[config.mk]
export PLATFORM = sky130hd
export DESIGN_NAME = snapshot_ctrl
export DESIGN_NICKNAME = d
export VERILOG_FILES = /design/src/rtl/snapshot_ctrl_pkg.sv /design/src/rtl/snapshot_ctrl_cnt.sv /design/src/rtl/snapshot_ctrl.sv
export SDC_FILE = /design/constraint.sdc
export NUM_CORES = 1
export LEC_CHECK = 0
export CORE_ASPECT_RATIO = 0.7
export CORE_UTILIZATION = 30
export CTS_CLUSTER_SIZE = 10
export DETAILED_ROUTE_END_ITERATION = 10
export PLACE_DENSITY = 0.69
export SKIP_CTS_REPAIR_TIMING = 1
export SLEW_MARGIN = 0
export SYNTH_ARGS = -nofsm -noshare
export SYNTH_HDL_FRONTEND = slang
export SYNTH_SLANG_ARGS = --single-unit
[constraint.sdc]
create_clock -name clk -period 5.2 [get_ports clk]
set_clock_uncertainty 0.05 [all_clocks]
set_input_delay 1.3 -clock clk [delete_from_list [all_inputs] [get_ports clk]]
set_output_delay 1.3 -clock clk [all_outputs]
set_load 0.005 [all_outputs]
[src/rtl/snapshot_ctrl_pkg.sv]
// Shared definitions for the BERT snapshot sequencer: FSM state encoding and a
// width helper.
package snapshot_ctrl_pkg;

  typedef enum logic [2:0] {
    ST_IDLE    = 3'd0,
    ST_ARMED   = 3'd1,
    ST_DELAY   = 3'd2,
    ST_CAPTURE = 3'd3,
    ST_HOLD    = 3'd4
  } state_e;

  // Bits needed to count 0..value-1, never less than one.
  function automatic int clog2(input int value);
    int r;
    r = 0;
    for (int i = 0; i < 31; i++) begin
      if ((32'sd1 <<< i) < value) begin
        r = i + 1;
      end
    end
    return (r < 1) ? 1 : r;
  endfunction

endpackage

[src/rtl/snapshot_ctrl_cnt.sv]
// Loadable up/down counter with a terminal-value flag; serves as the capture
// length counter and the trigger-delay counter of snapshot_ctrl.
module snapshot_ctrl_cnt
  import snapshot_ctrl_pkg::*;
#(
  parameter int Width = 8
) (
  input  logic             clk,
  input  logic             reset,
  input  logic             clr,
  input  logic             load,
  input  logic [Width-1:0] load_val,
  input  logic             en,
  input  logic             down,
  input  logic [Width-1:0] term_val,
  output logic             term
);

  localparam logic [Width-1:0] CntOne  = Width'(1'b1);
  localparam logic [Width-1:0] CntZero = Width'(1'b0);

  logic [Width-1:0] cnt_r;

  // Count register: clear beats load, load beats stepping.
  always_ff @(posedge clk or posedge reset) begin
    if (reset) begin
      cnt_r <= CntZero;
    end else if (clr) begin
      cnt_r <= CntZero;
    end else if (load) begin
      cnt_r <= load_val;
    end else if (en) begin
      cnt_r <= down ? (cnt_r - CntOne) : (cnt_r + CntOne);
    end else begin
      cnt_r <= cnt_r;
    end
  end

  assign term = (cnt_r == term_val);

endmodule

[src/rtl/snapshot_ctrl.sv]
// Snapshot shift-register sequencer: arm, wait for trigger edge, shift PWidth/SWidth
// cycles, hold until acked. Optional trigger delay enabled by SNAPSHOT_TRIG_DELAY_EN.
module snapshot_ctrl
  import snapshot_ctrl_pkg::*;
#(
  parameter int PWidth   = 32,
  parameter int SWidth   = 1,
  parameter int DlyWidth = 16
) (
  input  logic                clk,
  input  logic                reset,
  input  logic                arm,
  input  logic                abort,
  input  logic                trig,
  input  logic                rd_ack,
  input  logic [DlyWidth-1:0] trig_dly,
  output logic                shift_en,
  output logic                busy,
  output logic                done,
  output logic                missed_trig
);

  localparam int NShift = PWidth / SWidth;
  localparam int CntW   = clog2(NShift);
  localparam logic [CntW-1:0] CapLast = CntW'(NShift - 1);
  localparam logic [CntW-1:0] CapZero = CntW'(1'b0);

  state_e state_r;
  logic   trig_q_r;
  logic   shift_en_r;
  logic   busy_r;
  logic   done_r;
  logic   missed_r;
  logic   edge_s;
  logic   cap_clr_s;
  logic   cap_en_s;
  logic   cap_term_s;

  assign edge_s    = trig & ~trig_q_r;
  assign cap_en_s  = (state_r == ST_CAPTURE);
  assign cap_clr_s = abort | (cap_en_s & cap_term_s);

  snapshot_ctrl_cnt #(.Width(CntW)) u_cap_cnt (
    .clk      (clk),
    .reset    (reset),
    .clr      (cap_clr_s),
    .load     (1'b0),
    .load_val (CapZero),
    .en       (cap_en_s),
    .down     (1'b0),
    .term_val (CapLast),
    .term     (cap_term_s)
  );

`ifdef SNAPSHOT_TRIG_DELAY_EN
  logic dly_load_s;
  logic dly_en_s;
  logic dly_term_s;

  // The delay count is only captured on the firing edge; it counts down to 1.
  assign dly_load_s = (state_r == ST_ARMED) & edge_s & ~abort;
  assign dly_en_s   = (state_r == ST_DELAY);

  snapshot_ctrl_cnt #(.Width(DlyWidth)) u_dly_cnt (
    .clk      (clk),
    .reset    (reset),
    .clr      (abort),
    .load     (dly_load_s),
    .load_val (trig_dly),
    .en       (dly_en_s),
    .down     (1'b1),
    .term_val (DlyWidth'(1'b1)),
    .term     (dly_term_s)
  );
`else
  logic unused_trig_dly_s;
  assign unused_trig_dly_s = ^trig_dly;
`endif

  // Sequencer FSM with registered, state-decoded outputs.
  always_ff @(posedge clk or posedge reset) begin
    if (reset) begin
      state_r    <= ST_IDLE;
      trig_q_r   <= 1'b0;
      shift_en_r <= 1'b0;
      busy_r     <= 1'b0;
      done_r     <= 1'b0;
      missed_r   <= 1'b0;
    end else begin
      trig_q_r <= trig;
      if (abort) begin
        state_r    <= ST_IDLE;
        shift_en_r <= 1'b0;
        busy_r     <= 1'b0;
        done_r     <= 1'b0;
      end else begin
        case (state_r)
          ST_IDLE: begin
            if (arm) begin
              state_r  <= ST_ARMED;
              busy_r   <= 1'b1;
              missed_r <= 1'b0;
            end
          end
          ST_ARMED: begin
            if (edge_s) begin
`ifdef SNAPSHOT_TRIG_DELAY_EN
              if (trig_dly != {DlyWidth{1'b0}}) begin
                state_r <= ST_DELAY;
              end else begin
                state_r    <= ST_CAPTURE;
                shift_en_r <= 1'b1;
              end
`else
              state_r    <= ST_CAPTURE;
              shift_en_r <= 1'b1;
`endif
            end
          end
          ST_DELAY: begin
`ifdef SNAPSHOT_TRIG_DELAY_EN
            if (dly_term_s) begin
              state_r    <= ST_CAPTURE;
              shift_en_r <= 1'b1;
            end
`else
            state_r <= ST_IDLE;
            busy_r  <= 1'b0;
`endif
          end
          ST_CAPTURE: begin
            if (edge_s) begin
              missed_r <= 1'b1;
            end
            if (cap_term_s) begin
              state_r    <= ST_HOLD;
              shift_en_r <= 1'b0;
              busy_r     <= 1'b0;
              done_r     <= 1'b1;
            end
          end
          ST_HOLD: begin
            if (edge_s) begin
              missed_r <= 1'b1;
            end
            if (rd_ack) begin
              done_r <= 1'b0;
              if (arm) begin
                state_r <= ST_ARMED;
                busy_r  <= 1'b1;
              end else begin
                state_r <= ST_IDLE;
              end
            end
          end
          default: begin
            state_r    <= ST_IDLE;
            shift_en_r <= 1'b0;
            busy_r     <= 1'b0;
            done_r     <= 1'b0;
          end
        endcase
      end
    end
  end

  assign shift_en    = shift_en_r;
  assign busy        = busy_r;
  assign done        = done_r;
  assign missed_trig = missed_r;

endmodule

==> impl_metrics.tcl <==
set metrics [dict create \
    status "finished clean" \
    place_congestion 0.737 \
    crit_buf_inv 1 \
    synthTopCellsByCount "dfrtp_1 (13), a21oi_1 (9), nand2_1 (5)" \
    first_global_vias 514 \
    slew_viol_final 0 \
    slew_headroom 0.647 \
    synth_nets 99 \
    critPathKind "flop to output pin" \
    cts_buffers 3 \
    vias 595 \
    drv_cap 0 \
    n_antenna_cell 0 \
    crit_family "buffers and inverters" \
    critPathSlowestCell "clkdlybuf4s50_1" \
    grt_max_degree 14 \
    cts.sinks 13 \
    r2r_setup_slack_ns 3.09 \
    hp-start "u_cap_cnt.cnt_r[4]$_DFFE_PP0P_" \
    worstMarginPinSlew_ns 0.529 \
    max_freq_mhz 397 \
    initial_utilization 0.325 \
    crit_fanout 3 \
    critPathArrivalTime_ns 1.17 \
    power.leakage_uw 0.000373 \
    num-nets-final 108 \
    synth.area.top_cells "dfrtp_1 (45%), a21oi_1 (6.3%), nand3b_1 (4.2%), ha_1 (3.5%), a221o_1 (2.8%)" \
    synth_area_um2 718 \
    chipWidth_um 60.5 \
    synth_edf_count 0 \
    row_count 14 \
    setup_viol 0 \
    worst_slack_ns 2.68 \
    grtUsageTotal 0.131 \
    rr_endpoint "shift_en$_DFFE_PP0P_" \
    synth_ff_type "dfrtp_1" \
    hold_end "u_cap_cnt.cnt_r[4]$_DFFE_PP0P_" \
    avgViaCountPerCell 5.17 \
    area_growth_pct 18.8 \
    yosysMostFrequentCell "dfrtp_1" \
    path_clk_slew_ns 0.07 \
    drtIter0Drc 15 \
    endpoint_kind "output pin" \
    ys_ff_latch 13 \
    grtUsageMet3 0.0305 \
    preCtsSetupSlack_ns 2.46 \
    dp_hpwl_um 978 \
    worstPathRequired_ns 3.85 \
    drive_gt1_frac 0.0602 \
    clk_latency_ns 0.28 \
    reg2reg_from "u_cap_cnt.cnt_r[0]$_DFFE_PP0P_" \
    syn_avg_cell_area_um2 9.58 \
    setup-tns-final_ns 0 \
    dieArea_um2 2600 \
    async_flop_share 1.00 \
    worstHoldPathType "flop to flop" \
    placed_area_um2 827 \
    critPathLaunchType "flop" \
    grt_pass1_wl_um 2460 \
    min_period_ns 2.52 \
    critPathMaxStageDelay_ns 0.51 \
    p_per_area_nw_per_um2 226 \
    fp.coreArea_um2 2210 \
    ys_warn_count 0 \
    root_buffer "clkbuf_4" \
    io_buffers 9 \
    worstRegToRegCells 6 \
    vdd_drop_max_v 0.000109 \
    ff_latch_area_um2 325 \
    wl_per_cell_um 12.7 \
    finish.instance_area_um2 853 \
    wirelength_um 1460 \
    ys_types 28 \
    htreeDepth 1 \
    cts_buffer_depth 2 \
    rsz0062_at_grt "no" \
    io_pins 26 \
    multi_input_area_um2 360 \
    route.detailed.drc 0 \
    grt_overflow_total 0 \
    firstDrtPassIters 3 \
    synth_top_area_share 0.453 \
    syn_inst 75 \
    holdPathStages 2 \
    cp_cell_sequence "clkdlybuf4s50_1" \
    antenna_found_initial 0 \
    finalCritPeriodShare 0.484 \
    globalRouteMet1Util 0.189 \
    fill_cells 251 \
    yosys.area.top_type "dfrtp_1" \
    cts_tree "yes" \
    ys_seq_area_frac 0.453 \
    ant_nets 0 \
    die_y_um 42.9 \
    grt_busiest_layer "met1" \
    finalHoldViolCount 0 \
    grt_use_met2 0.174 \
]
-- worst max-delay path by stage --
stage | startpoint | slack, ns | depth (start not counted) | to
detailed placement | abort | 2.46 | 4 | shift_en$_DFFE_PP0P_
floorplan | abort | 3.24 | 3 | busy$_DFFE_PP0P_
global placement | abort | 2.45 | 4 | shift_en$_DFFE_PP0P_
CTS | shift_en$_DFFE_PP0P_ | 2.66 | 1 | shift_en
finish | shift_en$_DFFE_PP0P_ | 2.68 | 1 | shift_en
global route | shift_en$_DFFE_PP0P_ | 2.61 | 1 | shift_en
-- flip-flops by register name, indices dropped and copies added (netlist names) --
signal           flops
u_cap_cnt.cnt_r      5
state_r              3
busy                 1
done                 1
missed_trig          1
shift_en             1
trig_q_r             1
-- area by class of cell --
type / instances / share of cell area
clock buffer: 4 / 0.0308
timing repair buffer: 9 / 0.106
tap: 32 / 0.0469
multi-input combinational: 54 / 0.422
sequential: 13 / 0.381
inverter: 3 / 0.0132
-- through the flow --
stage / hold WS (ns) / utilization / cells / power, µW
final: 0.485 / 0.387 / 115 / 193
after global routing: 0.519 / 0.387 / 115 / 205
after CTS: 0.490 / 0.387 / 115 / 196
after detailed placement: 0.477 / 0.375 / 111 / 132
after global placement: 0.457 / 0.375 / 111 / 131
after floorplan: 0.452 / - / 75 / 122
-- metal layers --
metal	vias to the layer above	wire length, µm
met4	0	42
met2	12	597
met1	284	764
met3	5	52
li1	294	-
met5	-	0
-- logic make-up after synthesis --
logic type,synth area share
and+or+nand+nor,0.263
AOI/OAI and AO/OA,0.204
DFF,0.453
buffers and inverters,0.0453
adders and majority gates,0.0348
-- cell usage in the layout (no fill, tap or decap), types with 2 or more instances in the layout --
cell	n
o21ai_0	3
dfrtp_1	13
ha_1	2
a31oi_1	3
nand2b_1	3
clkbuf_4	3
nand3b_1	4
inv_1	3
nand2_1	5
a221o_1	2
clkdlybuf4s50_1	9
nor2_1	4
nor3_1	2
a21oi_1	9
nor2b_1	2
and3_1	3
-- power by group --
part	leakage, µW	internal (µW)	switching (µW)
Sequential	0.000176	104	4.39
Clock	0.0000150	29.8	33.0
Combinational	0.000182	11.1	10.8
(Power assumes the default switching activity.)
